### src/rtl/io_pwr_seq_pkg.sv
// Shared types and constants for the IO-ring power sequencer.
package io_pwr_seq_pkg;

    // FSM states; the encoding is visible on the STATE port.
    typedef enum logic [1:0] {
        ST_OFF   = 2'd0,
        ST_QUAL  = 2'd1,
        ST_IE_ON = 2'd2,
        ST_RUN   = 2'd3
    } pwr_state_t;

    // Default cycles both supplies must stay good before the ring qualifies.
    localparam int DEF_STABLE_CYC = 16;
    // Default cycles between enabling input buffers and output drivers.
    localparam int DEF_STEP_CYC   = 8;

    // Counter width: clog2 of the larger interval, at least one bit.
    function automatic int cnt_width(input int a, input int b);
        int m;
        m = (a > b) ? a : b;
        return (m <= 2) ? 1 : $clog2(m);
    endfunction

endpackage

### src/rtl/io_sync2.sv
// Two-flop synchronizer for a single asynchronous level signal.
module io_sync2 (
    input  logic clk,
    input  logic rst_n,
    input  logic d,
    output logic q
);

    logic [1:0] stage;

    // Shift the asynchronous level through two flops; reset clears both.
    always_ff @(posedge clk or negedge rst_n) begin
        if (!rst_n) begin
            stage <= 2'b00;
        end else begin
            stage <= {stage[0], d};
        end
    end

    assign q = stage[1];

endmodule

### src/rtl/io_pwr_seq.sv
// IO-ring power sequencer: qualifies both supplies, enables pad input
// buffers, then after a fixed step enables pad output drivers. Any supply
// loss with the ring enabled drops everything at once and latches FAULT.
module io_pwr_seq
    import io_pwr_seq_pkg::*;
#(
    parameter int STABLE_CYC = DEF_STABLE_CYC,
    parameter int STEP_CYC   = DEF_STEP_CYC
) (
    input  logic       CLK,
    input  logic       RSTN,
    input  logic       VDD_OK,
    input  logic       DVDD_OK,
    input  logic       EN_REQ,
    output logic       IE,
    output logic       OE,
    output logic       READY,
    output logic       FAULT,
    output logic [1:0] STATE
);

    localparam int CW = cnt_width(STABLE_CYC, STEP_CYC);
    localparam logic [CW-1:0] STABLE_LAST = CW'(STABLE_CYC - 1);
    localparam logic [CW-1:0] STEP_LAST   = CW'(STEP_CYC - 1);
    localparam logic [CW-1:0] CNT_SAT     = '1;

    logic          vdd_sync;
    logic          dvdd_sync;
    logic          sup_ok;

    pwr_state_t    state;
    pwr_state_t    state_next;
    logic [CW-1:0] cnt;
    logic [CW-1:0] cnt_next;
    logic [CW-1:0] cnt_inc;
    logic          fault;
    logic          fault_next;
    logic          ie_next;
    logic          oe_next;
    logic          ready_next;

    io_sync2 u_sync_vdd (
        .clk   (CLK),
        .rst_n (RSTN),
        .d     (VDD_OK),
        .q     (vdd_sync)
    );

    io_sync2 u_sync_dvdd (
        .clk   (CLK),
        .rst_n (RSTN),
        .d     (DVDD_OK),
        .q     (dvdd_sync)
    );

    assign sup_ok  = vdd_sync & dvdd_sync;
    // Saturating increment: the counter holds at all-ones instead of wrapping.
    assign cnt_inc = (cnt == CNT_SAT) ? cnt : cnt + 1'b1;

    // State, counter and sticky fault registers.
    always_ff @(posedge CLK or negedge RSTN) begin
        if (!RSTN) begin
            state <= ST_OFF;
            cnt   <= '0;
            fault <= 1'b0;
        end else begin
            state <= state_next;
            cnt   <= cnt_next;
            fault <= fault_next;
        end
    end

    // Next-state logic; supply loss is checked before EN_REQ so that a
    // coincident drop of both still records the fault.
    always_comb begin
        state_next = state;
        cnt_next   = cnt;
        fault_next = fault;
        case (state)
            ST_OFF: begin
                cnt_next = '0;
                if (!EN_REQ) begin
                    fault_next = 1'b0;
                end else if (sup_ok) begin
                    state_next = ST_QUAL;
                end
            end
            ST_QUAL: begin
                if (!EN_REQ) begin
                    state_next = ST_OFF;
                end else if (!sup_ok) begin
                    cnt_next = '0;
                end else if (cnt == STABLE_LAST) begin
                    state_next = ST_IE_ON;
                end else begin
                    cnt_next = cnt_inc;
                end
            end
            ST_IE_ON: begin
                if (!sup_ok) begin
                    state_next = ST_OFF;
                    fault_next = 1'b1;
                end else if (!EN_REQ) begin
                    state_next = ST_OFF;
                end else if (cnt == STEP_LAST) begin
                    state_next = ST_RUN;
                end else begin
                    cnt_next = cnt_inc;
                end
            end
            ST_RUN: begin
                if (!sup_ok) begin
                    state_next = ST_OFF;
                    fault_next = 1'b1;
                end else if (!EN_REQ) begin
                    state_next = ST_OFF;
                end
            end
            default: begin
                state_next = ST_OFF;
                cnt_next   = '0;
            end
        endcase
        // Every state starts its interval from zero.
        if (state_next != state) begin
            cnt_next = '0;
        end
    end

    // Output decode from the next state so outputs move with STATE.
    always_comb begin
        ie_next    = 1'b0;
        oe_next    = 1'b0;
        ready_next = 1'b0;
        case (state_next)
            ST_IE_ON: ie_next = 1'b1;
            ST_RUN: begin
                ie_next    = 1'b1;
                oe_next    = 1'b1;
                ready_next = 1'b1;
            end
            default: ;
        endcase
    end

    // Registered pad enables; reset drops them without waiting for a clock.
    always_ff @(posedge CLK or negedge RSTN) begin
        if (!RSTN) begin
            IE    <= 1'b0;
            OE    <= 1'b0;
            READY <= 1'b0;
        end else begin
            IE    <= ie_next;
            OE    <= oe_next;
            READY <= ready_next;
        end
    end

    assign FAULT = fault;
    assign STATE = state;

endmodule
### config.mk
export PLATFORM = sky130hd
export DESIGN_NAME = io_pwr_seq
export DESIGN_NICKNAME = d
export VERILOG_FILES = /design/src/rtl/io_pwr_seq_pkg.sv /design/src/rtl/io_sync2.sv /design/src/rtl/io_pwr_seq.sv
export SDC_FILE = /design/constraint.sdc
export NUM_CORES = 1
export LEC_CHECK = 0
export BUFFER_PORTS_ARGS = -buffer_cell sky130_fd_sc_hd__buf_4
export CAP_MARGIN = 25
export CORE_MARGIN = 3
export CORE_UTILIZATION = 28
export DETAILED_ROUTE_END_ITERATION = 7
export SYNTH_ARGS = -nofsm -noshare
export SYNTH_HDL_FRONTEND = slang
export SYNTH_HIERARCHICAL = 1
export SYNTH_SLANG_ARGS = --single-unit
### constraint.sdc
create_clock -name CLK -period 2 [get_ports CLK]
set_input_delay 0.2 -clock CLK [delete_from_list [all_inputs] [get_ports CLK]]
set_output_delay 0.2 -clock CLK [all_outputs]
set_load 0.01 [all_outputs]
======== After elaboration in Yosys (flattened, before gate mapping) ========
Cells that the tools add are included.
word-level totals
  output and inout port bits .............. 6
  register bits ........................... 13
  input port bits ......................... 5
  word-level logic and storage cells ...... 56
operators by class
  $add $sub $neg .......................... 1
  eq/ne operators ......................... 15
  bitwise logic cells ..................... 1
  reductions and logical operators ........ 7
  muxes and demuxes ....................... 25
operator list
  cell                 count
  $mux 4               8
  $mux 2               10
  $ne 3x3->1 const B   4
  $pmux 4 s3           1
  $eq 2x2->1 const B   4
  $pmux 2 s4           1
  $reduce_and 6->1     1
  $add 4x1->4 const B  1
  $eq 4x3->1 const B   1
  $eq 4x4->1 const B   1
  $mux 1               4
  $ne 2x2->1 const B   2
  $ne 4x4->1 const B   1
  $reduce_bool 4->1    1
  $reduce_or 2->1      2
  $reduce_and 3->1     1
  $eq 2x1->1 const B   1
  $logic_not 2->1      1
  $ne 2x2->1           1
  $pmux 1 s2           1
  $reduce_bool 2->1    1
  $and 1x1->1          1

======== Logic depth before layout (Yosys ltp) ========
Gate-level depths: netlist (run 1).
  depth in word-level cells ............... 8
  gate-level depth with buffers ........... 9
  gate-level depth less buffers ........... 7

======== By module ========
The synthesis (run 1) kept the hierarchy.
by module, submodules not included
  module      instances  cells each  seq. area each (um^2)  area an instance (um^2)
  io_pwr_seq  1          87          225.2                  755.7
  io_sync2    2          2           50.0                   50.0

======== Least setup slack after synthesis (run 1) ========
Ideal clock, no wire load.
  kind .................................... flip-flop to flip-flop
  from .................................... register state[1], in the netlist STATE[1]
  to ...................................... register cnt[3]
  library setup time ...................... 0.094 ns
  data arrival time ....................... 1.797 ns
  path buffers ............................ 2
  data required time ...................... 1.906 ns
  cell stages (with the launch flop) ...... 10
  setup slack ............................. 0.109 ns
  period minus slack after synthesis ...... 1.891 ns
  path through ............................ dfrtp_1 > clkbuf_2 > inv_1 > ha_1 > buf_2 > xor2_1 > a21o_1 > o22ai_1 > a221o_1 > a221oi_2
on the way
  word-level cells in the longest chain between the ends .. 7
  elaborated cells between the ends (all ways) .. 25
  those cells by class .................... eq/ne (9); mux (13); reduce/logical (3)
RTL lines
  item                                                       RTL line                             RTL
  start, declared                                            io_pwr_seq.sv:31                     pwr_state_t state;
  start signal, assigned                                     io_pwr_seq.sv:67                     state <= state_next;
  $mux 2 (on tied branches)                                  io_pwr_seq.sv:105, io_pwr_seq.sv:93
  $mux 2 (on tied branches)                                  io_pwr_seq.sv:103, io_pwr_seq.sv:91
  $mux 2 (on tied branches)                                  io_pwr_seq.sv:100, io_pwr_seq.sv:89
  $pmux 2 s4                                                 io_pwr_seq.sv:79                     case (state)
  $ne 2x2->1                                                 io_pwr_seq.sv:125                    if (state_next != state) begin
  $ne 4x4->1 (no source line), or another cell as far along  n/a
  $reduce_and 6->1 (no source line)                          n/a
  end signal, assigned                                       io_pwr_seq.sv:68                     cnt <= cnt_next;
  end, declared                                              io_pwr_seq.sv:33                     logic [CW-1:0] cnt;
Parallel ways exist; a longest one is shown, timed or not.
A chain may end at the register's enable or synchronous reset.

======== Worst setup path after layout (run 1) ========
  from .................................... register state[0], in the netlist STATE[0]
  to ...................................... register cnt[3]
Same word-level chain as after synthesis.

==> flow_metrics.env, run 1 <==
export IMPL_wirelength_mm=1.759
export IMPL_overflow=0
export IMPL_p_leak_nw=0.4127
export IMPL_yosys_area_share_simple=0.1477
export IMPL_cpPeakStageDelay_ns=0.40
export IMPL_end_kind="flop"
export IMPL_holdPathEnd="u_sync_vdd/stage[0]$_DFF_PN0_"
export IMPL_drc_errors=0
export IMPL_cts_root_buf="clkbuf_4"
export IMPL_seq_area_frac_synth=0.3801
export IMPL_r2r_setup_slack_ns=0.19
export IMPL_final_area_sq_mm=0.001013
export IMPL_hold_class="primary input to flop"
export IMPL_cp_max_fo=7
export IMPL_finalHoldViolCount=0
export IMPL_cp_start_kind="flop"
export IMPL_r2r_cells=7
export IMPL_min_delay_start="VDD_OK"
export IMPL_placed_cell_area_sq_um=963.4
export IMPL_slew_headroom=0.7280
export IMPL_final_period_utilization=0.9058
export IMPL_clock_fmax_ghz=0.5520
export IMPL_crit_start="STATE[0]$_DFF_PN0_"
export IMPL_outcome="complete, no violations"
export IMPL_synthMuxAreaShare=0.02339
export IMPL_via_per_inst=5.452
export IMPL_pin_count=11
export IMPL_worstSkewPairLatency_ns=0.26
export IMPL_grt_usage=0.1022
export IMPL_synth_top_family_by_area="compound AO/OA/AOI/OAI gates"
export IMPL_start_util=0.3025
export IMPL_crit_cells=7
export IMPL_synth_seq_cells=13
export IMPL_portBuffers=10
export IMPL_synth_xor_area_share=0.01023
export IMPL_die_h_um=61.29
export IMPL_clockBufferDepth=2
export IMPL_tightest_slew_ns=0.4055
export IMPL_critPathRequiredTime_ns=2.18
export IMPL_grt_pass1_vias=714
export IMPL_drt_iter0_drc=26
export IMPL_yosysTopAreaCellShare=0.3801
export IMPL_clk_pin_slew_worst_paths_ns=0.07
export IMPL_grt_pass1_wl_mm=2.946
export IMPL_hold_depth=1
export IMPL_cts_tree="done"
export IMPL_criticalPathCategory="flop to flop"
export IMPL_grt_max_degree=14
export IMPL_diodes=0
export IMPL_synthDistinctLibCells=38
export IMPL_vias=736
export IMPL_synthTopCellsByArea="dfrtp_1, ha_1, a21oi_1"
export IMPL_hpwl_mm=1.387
export IMPL_critical_path_top_delay_family="compound AO/OA/AOI/OAI gates"
export IMPL_power_density_mw_per_mm2=833.1
export IMPL_fin_tns_setup_ns=0
export IMPL_gp_congestion=0.8382
export IMPL_syn_area_sq_um=855.8
export IMPL_critPathBufInv=1
export IMPL_synth_compound_area_frac=0.2880
export IMPL_setup_violations=0
export IMPL_synth_top_area_cell="dfrtp_1"
export IMPL_regArea_sq_um=325.3
export IMPL_yosysWarnings=6
export IMPL_min_period_ns=1.812
export IMPL_dieArea_sq_mm=0.003756
export IMPL_antenna_left=0
export IMPL_multi_input_area_sq_um=478.0
export IMPL_crit_chain="inv_1 -> ha_2 -> xor2_1 -> a21o_1 -> o22ai_1 -> a221o_1 -> a221oi_2"
export IMPL_worst_path_max_delay_cell="dfrtp_1"
export IMPL_timing_rr_end="cnt[3]$_DFFE_PN0P_"
export IMPL_numClockSinks=13
export IMPL_syn_inst=91
export IMPL_ctsHtreeMaxLevel=1
export IMPL_wl_per_cell_um=13.03
export IMPL_finalMaxSlewViolations=0
export IMPL_cp_data_arrival_time_ns=1.99
export IMPL_rsz0062_at_grt="no"
export IMPL_first_pass_iters=4
export IMPL_fin_nets=115
export IMPL_synthAdderAreaFrac=0.07310
export IMPL_area_growth_syn_to_layout_pct=18.42
export IMPL_coreArea_sq_mm=0.002829
export IMPL_antenna_found_initial=0
export IMPL_fp_row_count=19
export IMPL_synth_area_per_cell_sq_um=9.405
export IMPL_synth_nets=101
export IMPL_maxCapViolCount=0
export IMPL_numCtsBuffers=3
export IMPL_drive_gt1_frac=0.2885
export IMPL_nFillCells=284
export IMPL_peakVddDrop_uv=544.2
export IMPL_final_setup_skew_ns=0.002495
export IMPL_timing_rr_start="STATE[0]$_DFF_PN0_"
export IMPL_die_w_um=61.29
==> flip-flops by register name, indices dropped and copies added (netlist names) <==
register,count
READY,1
u_sync_vdd/stage,2
STATE,2
cnt,4
u_sync_dvdd/stage,2
IE,1
FAULT,1
==> final cells by class <==
cell class / count / share of cell area
clock buffer: 4 / 0.02593
inverter: 4 / 0.01481
multi-input combinational: 66 / 0.4716
sequential: 13 / 0.3210
tap: 31 / 0.03827
timing repair buffer: 17 / 0.1284
==> placed cells by master, fill, tap and decap left out, types with 3 or more instances in the layout <==
cell type and instances:
a21oi_1 7, buf_4 16, clkbuf_4 3, dfrtp_1 13
ha_1 3, inv_1 4, nand2_1 3, nand3_1 5
nor2_1 7, o21ai_0 6
==> worst max path at each step <==
stage                               endpoint
final                     cnt[3]$_DFFE_PN0P_
after global routing      cnt[1]$_DFFE_PN0P_
after floorplan           cnt[3]$_DFFE_PN0P_
after global placement    cnt[1]$_DFFE_PN0P_
after CTS                 cnt[1]$_DFFE_PN0P_
after detailed placement  cnt[1]$_DFFE_PN0P_
==> synthesized netlist by cell type <==
| cell type | n |
|---|---|
| a31oi_1 | 1 |
| xor2_1 | 1 |
| o31ai_1 | 1 |
| o211ai_1 | 1 |
| and2_1 | 1 |
| o21ai_0 | 6 |
| dfrtp_1 | 13 |
| o22ai_1 | 1 |
| a21boi_0 | 2 |
| nand2_1 | 3 |
| nand3_2 | 1 |
| nor2_1 | 7 |
| nand2_2 | 1 |
| a221oi_2 | 1 |
| mux2i_1 | 2 |
| nand3_1 | 5 |
| nand4_1 | 1 |
| ha_1 | 5 |
| clkbuf_2 | 1 |
| o21a_1 | 2 |
| o2111ai_2 | 1 |
| nand2b_1 | 2 |
| nor3_1 | 1 |
| and4_4 | 1 |
| inv_1 | 4 |
| a21oi_1 | 7 |
| buf_2 | 4 |
| buf_6 | 1 |
| a211oi_1 | 3 |
| a22oi_1 | 2 |
| a41oi_1 | 1 |
| buf_4 | 2 |
| or2_1 | 1 |
| a21o_1 | 1 |
| a221o_1 | 1 |
| a311oi_1 | 1 |
| a31o_2 | 1 |
| a211oi_2 | 1 |
==> worst reg2reg max path: stages (launching register included) <==
cell      delay, ns
dfrtp_1        0.40
inv_1          0.13
ha_2           0.29
xor2_1         0.16
a21o_1         0.13
o22ai_1        0.08
a221o_1        0.34
a221oi_2       0.18
==> timing repair <==
item,CTS,global route
buffers inserted,0,0
gates resized for setup,0,4
endpoints found under the hold margin,13,0
hold buffers,1,0
endpoints found under the setup margin,0,3
==> cells by family (layout without fill, tap and decap cells) <==
| logic type | Yosys count | after routing |
|---|---|---|
| adder cells (fa/ha/maj) | 5 | 5 |
| AND/OR/NAND/NOR | 24 | 24 |
| multiplexers | 2 | 2 |
| AO/OA/AOI/OAI | 34 | 34 |
| XOR/XNOR | 1 | 1 |
| flip-flops | 13 | 13 |
| buffers and inverters | 12 | 25 |
==> through the flow <==
step	instances	utilization	worst slack, ns	power, mW	hold slack, ns
finish	135	0.3582	0.1885	0.8443	0.04022
floorplan	91	-	0.1092	0.5499	-0.09559
global route	135	0.3582	0.04513	0.9181	0.01471
detailed placement	130	0.3406	0.1150	0.6715	0.04999
CTS	135	0.3534	0.1083	0.8297	0.02833
global placement	130	0.3406	0.1310	0.6677	0.04693
==> per-layer routing <==
layer	GRT usage	wire (um)	up-vias
met1	0.1247	803	354
met2	0.1813	896	21
met5	0	0	-
met3	0.01258	59	0
li1	-	-	361
met4	0.04025	0	0
==> where the power goes <==
group / internal (mW) / switching (mW)
combinational: 0.183 / 0.207
clock: 0.0770 / 0.0730
sequential: 0.286 / 0.0179
Note: power is estimated with default switching activity, not from simulation.
==> inputs of run 2 (changes only) <==
PLACE_DENSITY = 0.53   (was unset)
==> flow_metrics.env, run 2 (synthesized netlist as in run 1, its figures left out) <==
export IMPL_vias=743
export IMPL_hold_depth=1
export IMPL_fin_nets=117
export IMPL_largest_reg_flops=4
export IMPL_hold_slack_ns=0.04129
export IMPL_r2r_cells=7
export IMPL_critPathBufInv=2
export IMPL_worst_path_max_delay_cell="dfrtp_1"
export IMPL_peakVddDrop_uv=384.0
export IMPL_outcome="complete, no violations"
export IMPL_clock_fmax_ghz=0.5383
export IMPL_die_w_um=61.29
export IMPL_cts_tree="done"
export IMPL_numClockSinks=13
export IMPL_critical_path_top_delay_family="compound AO/OA/AOI/OAI gates"
export IMPL_grt_max_degree=14
export IMPL_start_util=0.3025
export IMPL_final_period_utilization=0.9289
export IMPL_cp_start_kind="flop"
export IMPL_crit_chain="inv_1 -> ha_1 -> buf_4 -> a41oi_1 -> o22ai_1 -> a221o_1 -> a221oi_2"
export IMPL_min_period_ns=1.858
export IMPL_finalMaxSlewViolations=0
export IMPL_fp_row_count=19
export IMPL_fin_tns_setup_ns=0
export IMPL_crit_cells=7
export IMPL_slew_headroom=0.7308
export IMPL_final_common_cell="buf_4"
export IMPL_hold_class="primary input to flop"
export IMPL_area_growth_syn_to_layout_pct=18.57
export IMPL_clk_pin_slew_worst_paths_ns=0.07
export IMPL_drc_errors=0
export IMPL_drive_gt1_frac=0.2642
export IMPL_gp_congestion=0.8379
export IMPL_criticalPathCategory="flop to flop"
export IMPL_portBuffers=10
export IMPL_via_per_inst=5.423
export IMPL_grt_pass1_wl_mm=3.153
export IMPL_diodes=0
export IMPL_numCtsBuffers=3
export IMPL_rsz0062_at_grt="no"
export IMPL_cp_data_arrival_time_ns=2.03
export IMPL_antenna_left=0
export IMPL_layout_common_cells="buf_4, dfrtp_1, nor2_1, a21oi_1, o21ai_0"
export IMPL_pin_count=11
export IMPL_tightest_slew_ns=0.4002
export IMPL_first_pass_iters=4
export IMPL_largest_register="cnt"
export IMPL_wl_per_cell_um=12.99
export IMPL_setup_violations=0
export IMPL_hpwl_mm=1.455
export IMPL_cts_root_buf="clkbuf_4"
export IMPL_finalHoldViolCount=0
export IMPL_p_leak_nw=0.4230
export IMPL_cp_max_fo=6
export IMPL_die_h_um=61.29
export IMPL_grt_pass1_vias=683
export IMPL_ctsHtreeMaxLevel=1
export IMPL_overflow=0
export IMPL_dieArea_sq_mm=0.003756
export IMPL_clockBufferDepth=2
export IMPL_coreArea_sq_mm=0.002829
export IMPL_power_density_mw_per_mm2=830.1
export IMPL_maxCapViolCount=0
export IMPL_drt_iter0_drc=26
export IMPL_cpPeakStageDelay_ns=0.38
export IMPL_final_setup_skew_ns=0.003646
export IMPL_grt_usage=0.1131
export IMPL_post_cts_repair_setup_buffers=0
export IMPL_worstSkewPairLatency_ns=0.26
export IMPL_end_kind="flop"
export IMPL_critPathRequiredTime_ns=2.17
export IMPL_antenna_found_initial=0
export IMPL_wirelength_mm=1.779
## run 2: layer usage
metal,vias to the layer above,share of wire,global-route usage,wire (um)
met2,23,0.49,0.1752,864
met1,350,0.45,0.1508,802
met3,2,0.053,0.01468,95
met5,-,0,0,0
met4,0,0.0096,0.06502,17
li1,368,-,-,-
## run 2: area by class of cell
cell class | instances | area, sq um
Tap cell | 31 | 38.79
Fill cell | 278 | 1814
Inverter | 4 | 15.01
Multi-Input combinational cell | 66 | 464.2
Sequential cell | 13 | 325.3
Clock buffer | 4 | 26.28
Timing Repair Buffer | 19 | 145.1
## run 2: power by group
part / switching, mW / internal, mW / total [mW]
sequential: 0.0180 / 0.286 / 0.304
clock: 0.0735 / 0.0770 / 0.150
combinational: 0.202 / 0.186 / 0.388
total: 0.294 / 0.548 / 0.842
## run 2: timing repair
item	CTS	global route
hold buffers	1	0
hold endpoints to repair	13	0
endpoints found under the setup margin	0	0
gates resized for setup	0	0
## run 2: per-stage QoR
step           setup WS, ns  instance area (sq um)  cells    util  power [mW]
2_1_floorplan        0.1092                  855.8     91       -      0.5499
5_1_grt             0.03057                   1015    137  0.3587      0.9137
6_report             0.1422                   1015    137  0.3587      0.8423
4_1_cts              0.1351                   1015    137  0.3587      0.8556
3_3_place_gp         0.1443                  978.4    132  0.3459      0.6932
3_5_place_dp         0.1543                  978.4    132  0.3459      0.6950
## run 2: final timing paths
check,slack [ns],endpoint,from
setup / recovery,0.14,cnt[3]$_DFFE_PN0P_,STATE[0]$_DFF_PN0_
hold / removal,0.04,u_sync_dvdd/stage[0]$_DFF_PN0_,DVDD_OK
setup reg to reg,0.14,cnt[3]$_DFFE_PN0P_,STATE[0]$_DFF_PN0_
hold reg to reg,0.35,u_sync_vdd/stage[1]$_DFF_PN0_,u_sync_vdd/stage[0]$_DFF_PN0_
max in group asynchronous,1.53,cnt[1]$_DFFE_PN0P_,RSTN
min in group asynchronous,0.31,READY$_DFF_PN0_,RSTN
## run 2: worst reg2reg max path, stage by stage (launching register included)
cell      delay, ns
dfrtp_1        0.38
inv_1          0.10
ha_1           0.30
buf_4          0.19
a41oi_1        0.17
o22ai_1        0.10
a221o_1        0.34
a221oi_2       0.19
